$ cat config.mk
export PLATFORM = sky130hd
export DESIGN_NAME = ram_port_arbiter_flat
export DESIGN_NICKNAME = d
export VERILOG_FILES = /design/src/rtl/ram_arb_pkg.sv /design/src/rtl/ram_port_arbiter_if.sv /design/src/rtl/arb_limit_counter.sv /design/src/rtl/ram_port_arbiter.sv /design/src/flat_wrapper.sv
export SDC_FILE = /design/constraint.sdc
export NUM_CORES = 1
export LEC_CHECK = 0
export ABC_AREA = 1
export CORE_MARGIN = 3
export CORE_UTILIZATION = 31
export DETAILED_ROUTE_END_ITERATION = 8
export PLACE_DENSITY = 0.82
export REMOVE_ABC_BUFFERS = 1
export SLEW_MARGIN = 20
export SYNTH_ARGS = -nofsm -noshare
export SYNTH_HDL_FRONTEND = slang
export SYNTH_SLANG_ARGS = --single-unit
$ cat constraint.sdc
create_clock -name clk -period 1.5 [get_ports clk]
set_clock_uncertainty 0.1 [all_clocks]
set_input_delay 0.15 -clock clk [delete_from_list [all_inputs] [get_ports clk]]
set_output_delay 0.15 -clock clk [all_outputs]
set_load 0.01 [all_outputs]
$ cat src/rtl/ram_arb_pkg.sv
// Purpose: shared types and constants for the RAM port arbiter.
// Latency: n/a (declarations only).
// Backpressure: n/a.
package ram_arb_pkg;

    // Which requester currently drives the RAM port.
    typedef enum logic {
        S_CPU = 1'b0,
        S_DMA = 1'b1
    } owner_t;

    localparam int STARVE_LIMIT_DEF = 4;
    localparam int DMA_BURST_DEF    = 8;

    // Both counters share one width: enough bits to hold the larger limit.
    function automatic int arb_cnt_w(input int starve_limit, input int dma_burst);
        int m;
        m = (starve_limit > dma_burst) ? starve_limit : dma_burst;
        return $clog2(m + 1);
    endfunction

endpackage

$ cat src/rtl/ram_port_arbiter_if.sv
// Purpose: bundle of CPU MEM-stage, DMA and RAM-side signals around the arbiter.
// Latency: n/a (wiring only).
// Backpressure: DMA is held off through dma_gnt, the CPU through cpu_stall.
// Ports (slave = arbiter view):
//   cpu_req/we/addr/wdata in, cpu_rdata/cpu_stall out
//   dma_req/we/addr/wdata in, dma_rdata/dma_gnt out
//   ram_addr/wdata/MemRead/MemWrite out, ram_out in (combinational RAM read)
interface ram_port_arbiter_if #(
    parameter int ADDR_W = 8,
    parameter int DATA_W = 8
);
    logic              cpu_req;
    logic              cpu_we;
    logic [ADDR_W-1:0] cpu_addr;
    logic [DATA_W-1:0] cpu_wdata;
    logic [DATA_W-1:0] cpu_rdata;
    logic              cpu_stall;

    logic              dma_req;
    logic              dma_we;
    logic [ADDR_W-1:0] dma_addr;
    logic [DATA_W-1:0] dma_wdata;
    logic [DATA_W-1:0] dma_rdata;
    logic              dma_gnt;

    logic [ADDR_W-1:0] ram_addr;
    logic [DATA_W-1:0] ram_wdata;
    logic              ram_MemRead;
    logic              ram_MemWrite;
    logic [DATA_W-1:0] ram_out;

    modport slave (
        input  cpu_req, cpu_we, cpu_addr, cpu_wdata,
        output cpu_rdata, cpu_stall,
        input  dma_req, dma_we, dma_addr, dma_wdata,
        output dma_rdata, dma_gnt,
        output ram_addr, ram_wdata, ram_MemRead, ram_MemWrite,
        input  ram_out
    );

    modport master (
        output cpu_req, cpu_we, cpu_addr, cpu_wdata,
        input  cpu_rdata, cpu_stall,
        output dma_req, dma_we, dma_addr, dma_wdata,
        input  dma_rdata, dma_gnt,
        input  ram_addr, ram_wdata, ram_MemRead, ram_MemWrite,
        output ram_out
    );

endinterface

$ cat src/rtl/arb_limit_counter.sv
// Purpose: clear/increment counter flagging terminal count (cnt == LIMIT-1).
// Latency: tc_o reflects the registered count; clr/inc take effect next edge.
// Backpressure: none; clear has priority over increment, otherwise holds.
// Ports: clk, rst_n (async active-low), clr_i, inc_i in; tc_o out.
module arb_limit_counter #(
    parameter int W     = 4,
    parameter int LIMIT = 4
) (
    input  logic clk,
    input  logic rst_n,
    input  logic clr_i,
    input  logic inc_i,
    output logic tc_o
);

    logic [W-1:0] cnt_q;
    logic [W-1:0] cnt_d;

    always_comb begin
        cnt_d = cnt_q;
        if (clr_i) begin
            cnt_d = '0;
        end else if (inc_i) begin
            cnt_d = cnt_q + W'(1);
        end
    end

    always_ff @(posedge clk or negedge rst_n) begin
        if (!rst_n) begin
            cnt_q <= '0;
        end else begin
            cnt_q <= cnt_d;
        end
    end

    assign tc_o = (cnt_q == W'(LIMIT - 1));

endmodule

$ cat src/rtl/ram_port_arbiter.sv
// Purpose: shares one RAM port between the CPU MEM stage and a DMA master.
// Latency: port mux and read data are combinational; ownership changes take 1 cycle.
// Backpressure: CPU frozen via cpu_stall while DMA owns; DMA waits on dma_gnt.
// Ports: clk, reset (async active-low), bus (ram_port_arbiter_if.slave).
module ram_port_arbiter
    import ram_arb_pkg::*;
#(
    parameter int ADDR_W       = 8,
    parameter int DATA_W       = 8,
    parameter int STARVE_LIMIT = STARVE_LIMIT_DEF,
    parameter int DMA_BURST    = DMA_BURST_DEF
) (
    input  logic                clk,
    input  logic                reset,
    ram_port_arbiter_if.slave   bus
);

    localparam int CNT_W = arb_cnt_w(STARVE_LIMIT, DMA_BURST);

    owner_t owner_q;
    owner_t owner_d;

    logic starve_clr;
    logic starve_inc;
    logic starve_tc;
    logic burst_clr;
    logic burst_inc;
    logic burst_tc;

    logic [ADDR_W-1:0] mux_addr;
    logic [DATA_W-1:0] mux_wdata;
    logic              mux_rd;
    logic              mux_wr;

    // Counts contended cycles the CPU has kept the port while DMA waits.
    arb_limit_counter #(
        .W     (CNT_W),
        .LIMIT (STARVE_LIMIT)
    ) u_starve (
        .clk   (clk),
        .rst_n (reset),
        .clr_i (starve_clr),
        .inc_i (starve_inc),
        .tc_o  (starve_tc)
    );

    // Counts contended cycles DMA has held the port while the CPU waits.
    arb_limit_counter #(
        .W     (CNT_W),
        .LIMIT (DMA_BURST)
    ) u_burst (
        .clk   (clk),
        .rst_n (reset),
        .clr_i (burst_clr),
        .inc_i (burst_inc),
        .tc_o  (burst_tc)
    );

    always_ff @(posedge clk or negedge reset) begin
        if (!reset) begin
            owner_q <= S_CPU;
        end else begin
            owner_q <= owner_d;
        end
    end

    // Ownership arbitration. The access of the current owner always completes
    // in the cycle a switch is decided; the new owner gets the port next cycle.
    always_comb begin
        owner_d    = owner_q;
        starve_clr = 1'b0;
        starve_inc = 1'b0;
        burst_clr  = 1'b0;
        burst_inc  = 1'b0;
        if (owner_q == S_CPU) begin
            if (bus.dma_req && (!bus.cpu_req || starve_tc)) begin
                owner_d    = S_DMA;
                starve_clr = 1'b1;
            end else if (bus.cpu_req && bus.dma_req) begin
                starve_inc = 1'b1;
            end else begin
                starve_clr = 1'b1;
            end
        end else begin
            if (!bus.dma_req) begin
                owner_d   = S_CPU;
                burst_clr = 1'b1;
            end else if (bus.cpu_req && burst_tc) begin
                owner_d   = S_CPU;
                burst_clr = 1'b1;
            end else if (bus.cpu_req) begin
                burst_inc = 1'b1;
            end
            // Uncontended DMA keeps the port without consuming its burst budget.
        end
    end

    // Port mux. Writes are suppressed while reset is low so a transfer caught
    // by reset mid-cycle never reaches the RAM; reads are harmless.
    always_comb begin
        mux_addr  = bus.cpu_addr;
        mux_wdata = bus.cpu_wdata;
        mux_rd    = bus.cpu_req & ~bus.cpu_we;
        mux_wr    = bus.cpu_req & bus.cpu_we;
        if (owner_q == S_DMA) begin
            mux_addr  = bus.dma_addr;
            mux_wdata = bus.dma_wdata;
            mux_rd    = bus.dma_req & ~bus.dma_we;
            mux_wr    = bus.dma_req & bus.dma_we;
        end
    end

    assign bus.ram_addr     = mux_addr;
    assign bus.ram_wdata    = mux_wdata;
    assign bus.ram_MemRead  = mux_rd;
    assign bus.ram_MemWrite = mux_wr & reset;

    assign bus.cpu_rdata = bus.ram_out;
    assign bus.dma_rdata = bus.ram_out;
    assign bus.dma_gnt   = (owner_q == S_DMA);
    assign bus.cpu_stall = (owner_q == S_DMA) & bus.cpu_req;

endmodule

$ cat src/flat_wrapper.sv
// flat-port wrapper written by rule: the top's interface ports become plain ports
module ram_port_arbiter_flat import ram_arb_pkg::*;
#(
    parameter int ADDR_W       = 8,
    parameter int DATA_W       = 8,
    parameter int STARVE_LIMIT = STARVE_LIMIT_DEF,
    parameter int DMA_BURST    = DMA_BURST_DEF
)
  (clk, reset, bus_cpu_req, bus_cpu_we, bus_cpu_addr, bus_cpu_wdata, bus_cpu_rdata, bus_cpu_stall, bus_dma_req, bus_dma_we, bus_dma_addr, bus_dma_wdata, bus_dma_rdata, bus_dma_gnt, bus_ram_addr, bus_ram_wdata, bus_ram_MemRead, bus_ram_MemWrite, bus_ram_out);
  ram_port_arbiter_if #(.ADDR_W(ADDR_W), .DATA_W(DATA_W)) bus_i ();
  input  logic clk;
  input  logic reset;
  input wire logic [$bits(bus_i.cpu_req)-1:0] bus_cpu_req;
  input wire logic [$bits(bus_i.cpu_we)-1:0] bus_cpu_we;
  input wire logic [$bits(bus_i.cpu_addr)-1:0] bus_cpu_addr;
  input wire logic [$bits(bus_i.cpu_wdata)-1:0] bus_cpu_wdata;
  output wire logic [$bits(bus_i.cpu_rdata)-1:0] bus_cpu_rdata;
  output wire logic [$bits(bus_i.cpu_stall)-1:0] bus_cpu_stall;
  input wire logic [$bits(bus_i.dma_req)-1:0] bus_dma_req;
  input wire logic [$bits(bus_i.dma_we)-1:0] bus_dma_we;
  input wire logic [$bits(bus_i.dma_addr)-1:0] bus_dma_addr;
  input wire logic [$bits(bus_i.dma_wdata)-1:0] bus_dma_wdata;
  output wire logic [$bits(bus_i.dma_rdata)-1:0] bus_dma_rdata;
  output wire logic [$bits(bus_i.dma_gnt)-1:0] bus_dma_gnt;
  output wire logic [$bits(bus_i.ram_addr)-1:0] bus_ram_addr;
  output wire logic [$bits(bus_i.ram_wdata)-1:0] bus_ram_wdata;
  output wire logic [$bits(bus_i.ram_MemRead)-1:0] bus_ram_MemRead;
  output wire logic [$bits(bus_i.ram_MemWrite)-1:0] bus_ram_MemWrite;
  input wire logic [$bits(bus_i.ram_out)-1:0] bus_ram_out;
  assign bus_i.cpu_req = bus_cpu_req;
  assign bus_i.cpu_we = bus_cpu_we;
  assign bus_i.cpu_addr = bus_cpu_addr;
  assign bus_i.cpu_wdata = bus_cpu_wdata;
  assign bus_cpu_rdata = bus_i.cpu_rdata;
  assign bus_cpu_stall = bus_i.cpu_stall;
  assign bus_i.dma_req = bus_dma_req;
  assign bus_i.dma_we = bus_dma_we;
  assign bus_i.dma_addr = bus_dma_addr;
  assign bus_i.dma_wdata = bus_dma_wdata;
  assign bus_dma_rdata = bus_i.dma_rdata;
  assign bus_dma_gnt = bus_i.dma_gnt;
  assign bus_ram_addr = bus_i.ram_addr;
  assign bus_ram_wdata = bus_i.ram_wdata;
  assign bus_ram_MemRead = bus_i.ram_MemRead;
  assign bus_ram_MemWrite = bus_i.ram_MemWrite;
  assign bus_i.ram_out = bus_ram_out;
  ram_port_arbiter #(.ADDR_W(ADDR_W), .DATA_W(DATA_W), .STARVE_LIMIT(STARVE_LIMIT), .DMA_BURST(DMA_BURST)) u_core (.clk(clk), .reset(reset), .bus(bus_i));
endmodule
Word level (Yosys, flattened, before mapping)
Cells that the tools add are included.
{"block": "totals", "in_bits": 46, "reg_bits": 9, "word_cells": 47, "out_inout_bits": 36}
{"block": "classes", "add_sub_neg": 2, "n_mux": 25, "reduce_logical": 7, "eq_ne": 2, "bitwise": 8}
{"operator": "2-to-1 mux 1 bit", "n": 19}
{"operator": "2-to-1 mux 4 bit", "n": 4}
{"operator": "2-to-1 mux 8 bit", "n": 2}
{"operator": "adder 4 x 1 -> 4 bit (second input constant)", "n": 2}
{"operator": "bitwise AND 1 bit", "n": 6}
{"operator": "== test 4 x 2 -> 1 bit (second input constant)", "n": 1}
{"operator": "== test 4 x 3 -> 1 bit (second input constant)", "n": 1}
{"operator": "nonzero test 2 bit", "n": 2}
{"operator": "logical AND 1 bit", "n": 3}
{"operator": "NOT 1 bit", "n": 2}
{"operator": "zero test 1 bit", "n": 1}
{"operator": "logical OR 1 bit", "n": 1}

Longest topological paths before layout
Gate-level depths: netlist of run 1.
{"block": "depth", "depth_word": 7, "mapped_depth": 7, "ltp_nobuf": 7}

Modules after synthesis
Synthesis of run 1 repeated with hierarchy kept, for this count alone.
{"block": "unflattened", "hier_cells": 144, "area_unflattened_um2": 867.1}
{"module": "ram_port_arbiter", "n_inst": 1, "seq_area_each_um2": 25.0, "cells_each": 94, "area_per_inst_um2": 460.4}
{"module": "arb_limit_counter (u_core.u_starve)", "n_inst": 1, "seq_area_each_um2": 100.1, "cells_each": 25, "area_per_inst_um2": 209.0}
{"module": "arb_limit_counter (u_core.u_burst)", "n_inst": 1, "seq_area_each_um2": 100.1, "cells_each": 25, "area_per_inst_um2": 197.7}

Worst setup path after synthesis of run 1
OpenSTA, ideal clock, no wires.
{"block": "synth_timing", "kind": "flip-flop to output port", "start": "register u_core.owner_q (netlist: u_core.bus.dma_gnt)", "end": "output port bus_ram_MemRead", "stages_incl_launch_ff": 4, "arrival_ns": 1.064, "path_slack_ns": 0.186, "n_path_buf": 2, "required_ns": 1.250, "cell_sequence": "dfrtp_1 > buf_6 > buf_6 > o31ai_1"}
{"block": "synth_between", "elab_chain_cells": 1}
{"item": "start: declaration", "line_no": "ram_port_arbiter.sv:20", "source": "owner_t owner_q;"}
{"item": "start signal: assignment", "line_no": "ram_port_arbiter.sv:63", "source": "owner_q <= owner_d;"}
{"item": "2-to-1 mux 1 bit", "line_no": "ram_port_arbiter.sv:105", "source": "if (owner_q == S_DMA) begin"}
{"item": "end: declaration", "line_no": "flat_wrapper.sv:27", "source": "output wire logic [$bits(bus_i.ram_MemRead)-1:0] bus_ram_MemRead;"}
No other way between the ends.

Final worst setup path of run 1
{"block": "layout_timing", "start": "register u_core.owner_q (netlist: u_core.bus.dma_gnt)", "end": "output port bus_ram_MemWrite"}
{"block": "layout_between", "elab_chain_cells": 2}
{"item": "2-to-1 mux 1 bit", "line_no": "ram_port_arbiter.sv:105"}
{"item": "bitwise AND 1 bit", "line_no": "ram_port_arbiter.sv:116", "source": "assign bus.ram_MemWrite = mux_wr & reset;"}
{"item": "end: declaration", "line_no": "flat_wrapper.sv:28", "source": "output wire logic [$bits(bus_i.ram_MemWrite)-1:0] bus_ram_MemWrite;"}
No other way between the ends.

==> results of run 1 <==
[final timing paths]
path	endpoint	slack, ns	depth (start not counted)
max in group asynchronous	u_core.bus.dma_gnt$_DFF_PN0_	1.05	2
setup reg to reg	u_core.u_starve.cnt_q[3]$_DFFE_PN0P_	0.10	9
hold reg to reg	u_core.u_burst.cnt_q[1]$_DFFE_PN0P_	0.42	2
hold / removal	u_core.u_starve.cnt_q[1]$_DFFE_PN0P_	0.10	2
min in group clk	bus_cpu_rdata[0]	0.20	0
setup / recovery	bus_ram_MemWrite	-0.07	6
[sequential cells by signal, indices dropped and copies added, names as in the netlist]
register               flops
u_core.u_starve.cnt_q      4
u_core.bus.dma_gnt         1
u_core.u_burst.cnt_q       4
[stage by stage]
stage          worst slack [ns]  std cells
2_1_floorplan           -0.0574        121
5_1_grt                  -0.144        237
3_5_place_dp             -0.335        218
3_3_place_gp             -0.273        218
6_report                -0.0723        237
4_1_cts                  -0.113        236
[metal layers]
layer / GRT usage (%) / share of wire, % / vias to the layer above / wire [um]
met1: 16.7 / 34 / 456 / 1090
met5: 0 / 0 / - / 0
li1: - / - / 548 / -
met3: 12.9 / 15 / 7 / 490
met2: 27.8 / 48 / 53 / 1520
met4: 4.75 / 2.1 / 0 / 68
[synth_stat cells (2+ instances only)]
| library cell | n |
|---|---|
| a21oi_1 | 3 |
| inv_4 | 2 |
| dfrtp_1 | 9 |
| buf_2 | 2 |
| nor2_1 | 11 |
| xor2_1 | 2 |
| ha_1 | 2 |
| nand2_2 | 2 |
| nand2_1 | 69 |
| nand3_1 | 5 |
| buf_4 | 16 |
| inv_1 | 8 |
| buf_6 | 2 |
[where the power goes]
part           switching [mW]  internal [mW]
sequential             0.0279          0.269
combinational           0.214          0.283
clock                  0.0894          0.103
[final cells by class]
| class | count | area (um2) |
|---|---|---|
| clock buffers | 4 | 26.3 |
| fillers | 200 | 942 |
| inverters | 10 | 52.6 |
| multi-input cells | 102 | 531 |
| flip-flops and latches | 9 | 226 |
| well taps | 30 | 37.5 |
| repair buffers | 81 | 758 |
| repair inverters | 1 | 16.3 |
[critical path, cell delays in order (launching register included)]
cell and delay (ns):
dfrtp_2 0.44, buf_6 0.13, buf_6 0.11, nor2_4 0.08, nand2_2 0.05, a21boi_2 0.11, buf_2 0.14
[cells by family (layout without fill, tap and decap cells)]
logic type	count (synthesis)	count (layout)	synth area share [%]
AO/OA/AOI/OAI	8	8	5.36
XOR/XNOR	2	2	1.97
buffers and inverters	30	96	22.0
flip-flops	9	9	25.4
adder cells (fa/ha/maj)	2	2	2.82
AND/OR/NAND/NOR	90	90	42.5
[what timing repair did]
action	4_1_cts	5_1_grt
hold endpoints to repair	0	0
pin swaps	3	8
endpoints found under the setup margin	20	19
resized for setup	89	29
cloned	2	1
buffers inserted	12	0
==> flow_summary_export.csv, run 1 <==
group,metric,value,unit
status,outcome,"finished with violations",
status,violations,"negative setup slack",
synth,synth.area.top_cells,"nand2_1, dfrtp_1, buf_4",
pwr,vdd_drop_max,0.428,mV
route,via_count,1064,
synth,ys_seq_elements,9,
place,placed_cell_area,0.00142,mm2
synth,yosys_warnings,0,
route,route.detailed.drc,0,
critical_path,crit_path_start_kind,"flop",
final_layout,layout_common_cells,"nand2_1, clkdlybuf4s50_1, nand2_2, buf_2, buf_4",
job,maxCapViolations,0,
sta,hold_ws,0.102,ns
critical_path,required,1.25,ns
cts,path_clk_slew,0.06,ns
synth,synth_top_area_share,29.2,%
floorplanning,core,0.00259,mm2
final_layout,fin_util,63.6,%
min_path,min_path_type,"in -> async",
pwr,power.leakage,0.852,nW
place,io_buffers,57,
cts,cts_root_buffer,"clkbuf_4",
sta,drv_slew,0,
global_route,antenna_found_initial,0,
final_layout,fin_area,0.00165,mm2
critical_path,reg2reg_from,"u_core.bus.dma_gnt$_DFF_PN0_",
critical_path,criticalPathCategory,"reg -> out",
place,place_hpwl,2200,um
sta,worstMarginPinSlew,0.253,ns
global_route,grt-ovfl-total,0,
sta,final_hold_viol_count,0,
cts,cts_buffers,3,
floorplanning,num_rows,18,
route,antenna_left,0,
synth,yosys.area.top_type,"nand2_1",
final_layout,layout_commonest_cell,"nand2_1",
floorplanning,fp.dieW,59.5,um
cts,clock-sinks,9,
route,viasPerCell,4.49,
synth,syn-cell-area,887,um2
global_route,grt_pass1_wl,4420,um
synth,yosys.cell_types.count,21,
floorplanning,die_h,59.5,um
synth,yosysSeqAreaShare,25.4,%
route,wl_per_cell,13.4,um
place,place_congestion,0.800,
sta,rsz0062_at_grt,"true",
cts,holdBufCountCts,0,
pwr,powerDensity,598,mW/mm2
critical_path,crit_path_end_kind,"primary output",
global_route,grt_start_max_net_pins,10,
final_layout,syn2layout_area_growth,85.8,%
sta,final.period_utilization,105,%
global_route,grt_pass1_vias,965,
synth,synth-edff-count,0,
critical_path,critPathLaunch,"u_core.bus.dma_gnt$_DFF_PN0_",
route,routed_wl,3170,um
floorplanning,dieArea,0.00354,mm2
pwr,p_total,0.986,mW
sta,slew_headroom,83.1,%
route,drtIter0Drc,23,
floorplanning,initial_utilization,34.3,%
sta,period_minus_slack,1.57,ns
synth,synth_ff_type,"dfrtp_1",
sta,max_freq,0.636,GHz
cts,cts_tree,"built",
synth,syn_inst,141,
critical_path,cp_max_fo,4,
cts,htreeDepth,1,
cts,clockBufferDepth,2,
final_layout,final_nets,256,
final_layout,n_antenna_cell,0,
sta,setup_viol,6,
sta,setup_tns,-0.190,ns
synth,synthArstFlopShare,100,%
route,dr.pass1.iters,3,
cts,worstSkewPairLatency,0.26,ns
floorplanning,io_pins,82,
synth,avgSynthCellArea,6.29,um2
critical_path,cp.arrival,1.32,ns
global_route,grt.total_usage,16.9,%
sta,setup_ws,-0.0723,ns
final_layout,drive_above_1_share,36.2,%
Power figures use the tool's default switching activity.
==> run 2: changes to the inputs <==
Settings changed: CAP_MARGIN set to 0.
==> results of run 2 <==
No change in the layout: final DEF, timing and power equal those of run 1.
